[config.mk]
export PLATFORM = sky130hd
export DESIGN_NAME = dmem_port_arbiter
export DESIGN_NICKNAME = d
export VERILOG_FILES = /design/src/rtl/dmem_port_arbiter_pkg.sv /design/src/rtl/dmem_port_arbiter.sv
export SDC_FILE = /design/constraint.sdc
export NUM_CORES = 1
export LEC_CHECK = 0
export ABC_AREA = 1
export CORE_MARGIN = 2
export CORE_UTILIZATION = 37
export CTS_CLUSTER_DIAMETER = 120
export DETAILED_ROUTE_END_ITERATION = 10
export GPL_TIMING_DRIVEN = 1
export HOLD_SLACK_MARGIN = 0.12
export PLACE_DENSITY = 0.83
export SETUP_SLACK_MARGIN = 0.02
export SLEW_MARGIN = 30
export SYNTH_ARGS = -nofsm -noshare
export SYNTH_HDL_FRONTEND = slang
export SYNTH_SLANG_ARGS = --single-unit
[constraint.sdc]
create_clock -name clk -period 2 [get_ports clk]
set_input_delay 0.4 -clock clk [delete_from_list [all_inputs] [get_ports clk]]
set_output_delay 0.4 -clock clk [all_outputs]
set_load 0.005 [all_outputs]
[src/rtl/dmem_port_arbiter_pkg.sv]
// -----------------------------------------------------------------------------
// dmem_port_arbiter_pkg
//   Shared definitions for the data-memory port arbiter: FSM state encoding,
//   default geometry of the data memory and small decode helpers.
// -----------------------------------------------------------------------------
package dmem_port_arbiter_pkg;

    // Arbiter FSM state encoding (2 bits, kept as plain constants so the
    // encoding stays stable for legacy tooling that probes the state register).
    localparam logic [1:0] ST_IDLE = 2'd0;  // pipeline owns the port
    localparam logic [1:0] ST_RD   = 2'd1;  // issue read for current dump word
    localparam logic [1:0] ST_CAP  = 2'd2;  // capture read data into dbg regs
    localparam logic [1:0] ST_SEND = 2'd3;  // present word, wait for dbg_ready

    // Default data-memory geometry.
    localparam int DEF_LEN_DATA  = 32;
    localparam int DEF_LEN_ADDR  = 6;
    localparam int DEF_NUM_WORDS = 64;

    // True in every state where the debug side owns the memory port.
    function automatic logic is_dump_state(input logic [1:0] st);
        return st != ST_IDLE;
    endfunction

    // True in the single state that issues the dump read strobe.
    function automatic logic is_read_state(input logic [1:0] st);
        return st == ST_RD;
    endfunction

endpackage : dmem_port_arbiter_pkg

[src/rtl/dmem_port_arbiter.sv]
// -----------------------------------------------------------------------------
// dmem_port_arbiter
//   Owns the single data-memory port. While the CPU runs, MEM-stage strobes
//   pass straight through. Once the CPU is halted, a Debug Unit dump request
//   walks every memory word (RD -> CAP -> SEND per word) and streams it out
//   over a valid/ready handshake.
//
// Ports
//   clk, reset                 clock, asynchronous active-low reset
//   pipe_rd/wr/addr/wdata      MEM-stage request
//   pipe_halted                CPU frozen (halt registered at MEM/WB)
//   dump_req                   Debug Unit dump request (level)
//   dbg_ready                  Debug Unit accepts the presented word
//   mem_rdata                  DATA_MEM read data, one cycle after mem_rd
//   mem_rd/wr/addr/wdata       DATA_MEM port
//   dbg_valid/data/addr        dumped word stream
//   dump_busy                  debug owns memory (RD/CAP/SEND)
//   dump_done                  one-cycle pulse after the last word is taken
//   collide_err                sticky: pipeline access seen during a dump
// -----------------------------------------------------------------------------
module dmem_port_arbiter
    import dmem_port_arbiter_pkg::*;
#(
    parameter int len_data  = DEF_LEN_DATA,
    parameter int len_addr  = DEF_LEN_ADDR,
    parameter int num_words = DEF_NUM_WORDS
) (
    input  logic                clk,
    input  logic                reset,
    input  logic                pipe_rd,
    input  logic                pipe_wr,
    input  logic [len_addr-1:0] pipe_addr,
    input  logic [len_data-1:0] pipe_wdata,
    input  logic                pipe_halted,
    input  logic                dump_req,
    input  logic                dbg_ready,
    input  logic [len_data-1:0] mem_rdata,
    output logic                mem_rd,
    output logic                mem_wr,
    output logic [len_addr-1:0] mem_addr,
    output logic [len_data-1:0] mem_wdata,
    output logic                dbg_valid,
    output logic [len_data-1:0] dbg_data,
    output logic [len_addr-1:0] dbg_addr,
    output logic                dump_busy,
    output logic                dump_done,
    output logic                collide_err
);

    localparam logic [len_addr-1:0] LAST_WORD = len_addr'(num_words - 1);

    logic [1:0]          state;
    logic [len_addr-1:0] counter;
    logic                armed;     // dump_req has been low since the last dump started
    logic                busy;
    logic                start;
    logic                last;

    assign busy  = is_dump_state(state);
    assign last  = (counter == LAST_WORD);
    // A request pends in IDLE until the CPU is halted; the armed flag stops a
    // request held high across dump_done from retriggering.
    assign start = (state == ST_IDLE) && dump_req && pipe_halted && armed;

    always_ff @(posedge clk or negedge reset) begin
        if (!reset) begin
            state       <= ST_IDLE;
            counter     <= '0;
            armed       <= 1'b1;
            dbg_data    <= '0;
            dbg_addr    <= '0;
            dump_done   <= 1'b0;
            collide_err <= 1'b0;
        end else begin
            dump_done <= 1'b0;

            if (!dump_req)
                armed <= 1'b1;
            else if (start)
                armed <= 1'b0;

            if (busy && (pipe_rd || pipe_wr))
                collide_err <= 1'b1;

            case (state)
                ST_IDLE: begin
                    if (start) begin
                        state   <= ST_RD;
                        counter <= '0;
                    end
                end
                ST_RD: begin
                    state <= ST_CAP;
                end
                ST_CAP: begin
                    dbg_data <= mem_rdata;
                    dbg_addr <= counter;
                    state    <= ST_SEND;
                end
                ST_SEND: begin
                    if (dbg_ready) begin
                        if (last) begin
                            state     <= ST_IDLE;
                            counter   <= '0;
                            dump_done <= 1'b1;
                        end else begin
                            counter <= counter + len_addr'(1);
                            state   <= ST_RD;
                        end
                    end
                end
                default: state <= ST_IDLE;
            endcase
        end
    end

    // Output mux. Everything is gated by reset so the combinational
    // pass-through also reads 0 while reset is asserted.
    always_comb begin
        mem_rd    = 1'b0;
        mem_wr    = 1'b0;
        mem_addr  = '0;
        mem_wdata = '0;
        if (reset) begin
            if (!busy) begin
                mem_rd    = pipe_rd;
                mem_wr    = pipe_wr;
                mem_addr  = pipe_addr;
                mem_wdata = pipe_wdata;
            end else begin
                // Pipeline request ignored; writes can never reach memory.
                mem_rd   = is_read_state(state);
                mem_addr = counter;
            end
        end
    end

    assign dbg_valid = reset && (state == ST_SEND);
    assign dump_busy = reset && busy;

endmodule : dmem_port_arbiter

==> flow_metrics.py, run 1 <==
metrics = {
    "status": {
        "status": "completed",
    },
    "die": {
        "core_area_um2": 6390,
        "ioPinCount": 159,
        "die_x_um": 85.7,
        "rows": 29,
        "initial_utilization": 0.386,
        "dieHeight_um": 85.7,
        "die_area_um2": 7340,
    },
    "logic_synthesis": {
        "yosysMostFrequentCell": "dfrtp_1",
        "synth.net_count": 355,
        "netlist_area_um2": 2470,
        "yosysWarnings": 0,
        "ys_ff_latch": 49,
        "yosysTopAreaCellShare": 0.487,
        "synth_edf_count": 0,
        "ys_top_cells_by_area": "dfrtp_1 49%, mux2_2 15%, inv_1 7.2%",
        "netlist_top_cells_count": "48 x dfrtp_1, 47 x inv_1, 46 x nor2_1",
        "ys_types": 23,
        "ys_async_sr_fraction": 1.00,
        "synth_flop_cell": "dfrtp_1",
        "ys_seq_area_frac": 0.497,
        "yosysTopAreaCell": "dfrtp_1",
        "syn_area_per_cell_um2": 9.07,
        "syn_inst": 272,
    },
    "power_and_ir_drop": {
        "power_switching_share": 0.335,
        "power_mw": 5.17,
        "pwr-share-comb": 0.560,
        "clkPwrFrac": 0.113,
        "p_seq_frac": 0.327,
        "peakVddDrop_uv": 1060,
        "power.density_nw_per_um2": 1200,
        "internal-power_mw": 3.44,
        "p_leak_nw": 2.12,
        "p_switching_mw": 1.73,
    },
    "critical_path": {
        "crit_path_end_kind": "primary output",
        "required_ps": 1600,
        "cp.arrival_ps": 1540,
        "start_kind": "flop",
        "critPathKind": "flop to primary output",
        "crit_path_max_fanout": 16,
    },
    "timing": {
        "fin_crit_sh": 0.969,
        "maxSlewHeadroom": 0.772,
        "rsz0062_at_grt": "yes",
        "fmax_mhz": 516,
        "tightestPinTransition_ps": 342,
        "finClkSkew_ps": 9.49,
        "hold_viol": 0,
        "slew_violations": 0,
        "fin_crit_ps": 1940,
        "whs_ps": 207,
        "setup_viol": 0,
    },
    "layout": {
        "finish.utilization": 0.676,
        "syn2layout_area_growth_pct": 75.1,
        "final_area_um2": 4320,
        "nets": 527,
        "drive_gt1_frac": 0.191,
    },
    "grt": {
        "antenna_found_initial": 1,
        "track_usage": 0.224,
        "grt_max_degree": 44,
        "grt_pass1_wl_mm": 12.7,
        "grt_pass1_vias": 2717,
        "grt-ovfl-total": 0,
    },
    "clock_tree": {
        "root_buffer": "clkbuf_8",
        "clock_sinks": 49,
        "cts_max_path_buffers": 2,
        "clk_latency_ps": 300,
        "cts_buffers": 5,
        "htree_num_levels": 2,
        "cts_tree": "yes",
        "clkTransAtPathRegs_ps": 90,
    },
    "detailed_routing": {
        "routed_wl_mm": 8.16,
        "drtIter0Drc": 134,
        "drtPass1Iterations": 4,
        "avgRoutedWirePerCell_um": 15.6,
        "routed_via_density": 4.75,
        "drc_errors": 0,
        "ant_nets": 0,
        "vias": 2485,
    },
    "place": {
        "gp_congestion": 0.836,
        "place_area_um2": 4200,
        "port_buffers": 158,
        "dp_hpwl_mm": 6.35,
    },
    "hold_path": {
        "hp-class": "primary input to async pin",
    },
    "flow_run": {
        "drv_cap": 0,
    },
}
## area by class of cell
type	instances	area [um2]
fill	503	2070
inverter	50	188
antenna	1	2.50
clock buffer	6	72.6
timing repair buffer	175	1690
sequential	49	1230
tap	77	96.3
clock inverter	2	13.8
multi-input combinational	163	1030
## power groups by stage
stage | Sequential [mW] | Combinational, mW | Clock, mW
finish | 1.69 | 2.89 | 0.581
detailed placement | 1.70 | 2.85 | 0
global route | 1.75 | 3.13 | 0.637
global placement | 1.67 | 2.79 | 0
floorplan | 1.71 | 1.19 | 0
CTS | 1.70 | 2.88 | 0.606
## critical path, stage by stage (launching register included)
cell and delay (ps):
dfrtp_1 400, inv_2 80, ha_4 160, nand2_4 80
buf_16 160, nor2_1 90, dlygate4sd2_1 260
## flip-flops by register name (all words and copies together), names as in the netlist
| signal | count |
|---|---|
| armed | 1 |
| collide_err | 1 |
| counter | 6 |
| dbg_addr | 6 |
| dbg_data | 32 |
| dump_done | 1 |
| state | 2 |
## layer usage
metal / GRT usage / part of all wire / vias up
met5: 0 / 0 / -
met4: 0.0736 / 0.016 / 0
met3: 0.0770 / 0.10 / 8
met2: 0.434 / 0.53 / 135
met1: 0.220 / 0.35 / 1162
li1: - / - / 1180
## through the flow
stage	std cells	worst slack [ps]	TNS [ps]
final	523	62.7	0
after global routing	523	-22.5	-22.5
after CTS	522	18.5	0
after detailed placement	510	-10.0	-10.0
after global placement	510	-1.04	-1.04
after floorplan	272	388	0
## cell usage in the layout, fill, tap and decap left out, drive strengths merged, types with 5 or more instances in the layout
cell type | netlist | layout
clkdlybuf4s15 | 0 | 15
nor2 | 50 | 50
a21oi | 5 | 5
clkbuf | 0 | 11
mux2 | 33 | 33
dfrtp | 48 | 48
ha | 6 | 6
dlygate4sd2 | 0 | 19
clkdlybuf4s50 | 0 | 115
nand2 | 40 | 40
o21ai | 12 | 12
nand3 | 12 | 12
buf | 10 | 20
inv | 50 | 51
## cells by family after synthesis
group / after synthesis / synth area share
AO/OA/AOI/OAI: 18 / 0.0406
adder cells (fa/ha/maj): 6 / 0.0304
buffers and inverters: 60 / 0.100
flip-flops: 49 / 0.497
multiplexers: 33 / 0.151
AND/OR/NAND/NOR: 106 / 0.181
## what timing repair did
item | in CTS | in global routing
setup buffers | 2 | 0
hold buffers | 1 | 0
resized for setup | 63 | 28
endpoints found under the setup margin | 42 | 37
hold endpoints to repair | 7 | 0
pin swaps | 1 | 0
gates cloned | 1 | 0
## worst paths after layout
check,startpoint,end,slack (ps),cells after the start
max,state[1],mem_wdata[4],60,6
min in group clk,armed,armed,460,2
max in group asynchronous,reset,armed,1050,3
min reg2reg,armed,armed,460,2
min,reset,dbg_data[0],210,2
max reg2reg,state[0],counter[4],300,8
No activity file was read; power rests on OpenSTA's default activity.
==> run 2: changes to the inputs <==
--- a/config.mk
+++ b/config.mk
@@ -9,6 +9,7 @@
 export CORE_MARGIN = 2
 export CORE_UTILIZATION = 37
 export CTS_CLUSTER_DIAMETER = 120
+export CTS_CLUSTER_SIZE = 25
 export DETAILED_ROUTE_END_ITERATION = 10
 export GPL_TIMING_DRIVEN = 1
 export HOLD_SLACK_MARGIN = 0.12
==> results of run 2 <==
Final layout, timing and power as in run 1 (identical DEF).
==> run 3: changes to the inputs <==
--- a/config.mk
+++ b/config.mk
@@ -19,3 +19,4 @@
 export SYNTH_ARGS = -nofsm -noshare
 export SYNTH_HDL_FRONTEND = slang
 export SYNTH_SLANG_ARGS = --single-unit
+export TNS_END_PERCENT = 10
==> flow_metrics.py, run 3 (synthesized netlist as in run 1, its figures left out) <==
metrics = {
    "clock_tree": {
        "clk_latency_ps": 300,
        "cts_buffers": 5,
        "cts_max_path_buffers": 2,
        "postCtsSetupRepairBufs": 0,
        "clock_sinks": 49,
        "cts_tree": "yes",
        "htree_num_levels": 2,
        "root_buffer": "clkbuf_8",
        "clkTransAtPathRegs_ps": 90,
    },
    "layout": {
        "largest_register_ffs": 32,
        "reg_top3": "dbg_data (32), counter (6), dbg_addr (6)",
        "regMostFlops": "dbg_data",
        "syn2layout_area_growth_pct": 73.4,
        "fillers": 508,
        "fin_cells": 521,
        "layout_common_cells": "115 x clkdlybuf4s50_1, 48 x dfrtp_1, 45 x nor2_1",
        "drive_gt1_frac": 0.196,
        "final_common_cell": "clkdlybuf4s50_1",
        "nets": 525,
    },
    "critical_path": {
        "required_ps": 1600,
        "r2r_end": "counter[4]",
        "slowest_delay_ps": 410,
        "crit_path_max_fanout": 7,
        "start_kind": "flop",
        "reg2regPathDepth": 7,
        "crit_slowest_cell": "dfrtp_1",
        "r2r-start": "state[0]",
        "crit_path_end_kind": "primary output",
        "cp.arrival_ps": 1510,
        "critPathKind": "flop to primary output",
        "worstPathCellList": "inv_2, ha_4, buf_4, nand3_1, o21ai_1, dlygate4sd2_1",
        "r2r_slack_ps": 350,
        "cp-startpoint": "state[0]",
    },
    "grt": {
        "antenna_found_initial": 1,
        "grt_max_degree": 44,
        "grt_pass1_wl_mm": 12.7,
        "track_usage": 0.224,
        "grt-ovfl-total": 0,
        "grt_pass1_vias": 2698,
    },
    "place": {
        "gp_congestion": 0.836,
        "port_buffers": 158,
        "dp_hpwl_mm": 6.35,
        "dp_cells": 510,
    },
    "die": {
        "initial_utilization": 0.386,
        "die_x_um": 85.7,
        "die_area_um2": 7340,
        "ioPinCount": 159,
        "rows": 29,
        "dieHeight_um": 85.7,
        "core_area_um2": 6390,
    },
    "power_and_ir_drop": {
        "p_switching_mw": 1.71,
        "power.density_nw_per_um2": 1200,
        "power_switching_share": 0.334,
        "clkPwrFrac": 0.114,
        "peakVddDrop_uv": 1070,
        "pwr-share-comb": 0.556,
        "p_leak_nw": 2.07,
        "internal-power_mw": 3.41,
        "p_seq_frac": 0.331,
    },
    "timing": {
        "maxSlewHeadroom": 0.772,
        "fin_crit_sh": 0.956,
        "tightestPinTransition_ps": 342,
        "setup_viol": 0,
        "fin_crit_ps": 1910,
        "fmax_mhz": 523,
        "finClkSkew_ps": 9.76,
        "hold_viol": 0,
        "slew_violations": 0,
        "rsz0062_at_grt": "yes",
        "final.setup.tns_ps": 0,
    },
    "detailed_routing": {
        "drtIter0Drc": 119,
        "routed_via_density": 4.75,
        "drtPass1Iterations": 4,
        "avgRoutedWirePerCell_um": 15.6,
        "drc_errors": 0,
        "vias": 2475,
        "routed_wl_mm": 8.13,
        "ant_nets": 0,
    },
    "flow_run": {
        "drv_cap": 0,
    },
    "status": {
        "status": "completed",
    },
    "hold_path": {
        "hp-class": "primary input to async pin",
    },
}
[run 3: power by group through the flow]
stage	registers, mW	logic (mW)	clock network (mW)
6_report	1.69	2.85	0.582
5_1_grt	1.75	3.09	0.637
4_1_cts	1.70	2.85	0.606
3_5_place_dp	1.70	2.85	0
3_3_place_gp	1.67	2.79	0
2_1_floorplan	1.71	1.19	0
[run 3: worst max path at each step]
stage | endpoint | cells past startpoint
4_1_cts | mem_wdata[13] | 6
3_3_place_gp | mem_addr[0] | 4
3_5_place_dp | mem_addr[5] | 5
6_report | mem_addr[4] | 6
2_1_floorplan | mem_addr[1] | 8
5_1_grt | mem_addr[4] | 6
[run 3: final cells by class]
cell class                      count  area, um2  share of cell area
Sequential cell                    49       1230               0.287
Antenna cell                        1       2.50            0.000585
Multi-Input combinational cell    163       1020               0.238
Inverter                           50        188              0.0439
Tap cell                           77       96.3              0.0225
Clock buffer                        6       72.6              0.0170
Timing Repair Buffer              173       1660               0.388
Clock inverter                      2       13.8             0.00322
[run 3: worst max-delay path, delay by kind of cell (launching register included)]
kind,cells,cell delay (ps)
buf+inv,3,490
flops,1,410
fa+ha+maj,1,160
compound gates,1,80
simple gates,1,70
[run 3: per-stage QoR]
stage / hold WS, ps / util / power (mW) / area, um2 / setup WS (ps)
3_3_place_gp: 417 / 0.658 / 4.46 / 4200 / -1.04
2_1_floorplan: 104 / - / 2.90 / 2470 / 388
3_5_place_dp: 421 / 0.658 / 4.55 / 4200 / -10.0
6_report: 193 / 0.670 / 5.12 / 4280 / 87.1
5_1_grt: 212 / 0.670 / 5.48 / 4280 / -5.20
4_1_cts: 157 / 0.671 / 5.16 / 4290 / 43.9
[run 3: what timing repair did]
| action | 4_1_cts | 5_1_grt |
|---|---|---|
| endpoints found under the setup margin | 42 | 35 |
| pin swaps | 1 | 1 |
| hold buffers | 1 | 0 |
| hold endpoints to repair | 7 | 0 |
| cloned | 1 | 0 |
| gates resized for setup | 58 | 46 |
[run 3: per-layer routing]
layer	part of all wire	vias to the layer above	GRT usage
met5	0	-	0
met4	0.017	0	0.0736
met3	0.11	10	0.0770
met2	0.53	139	0.433
met1	0.35	1153	0.220
li1	-	1173	-
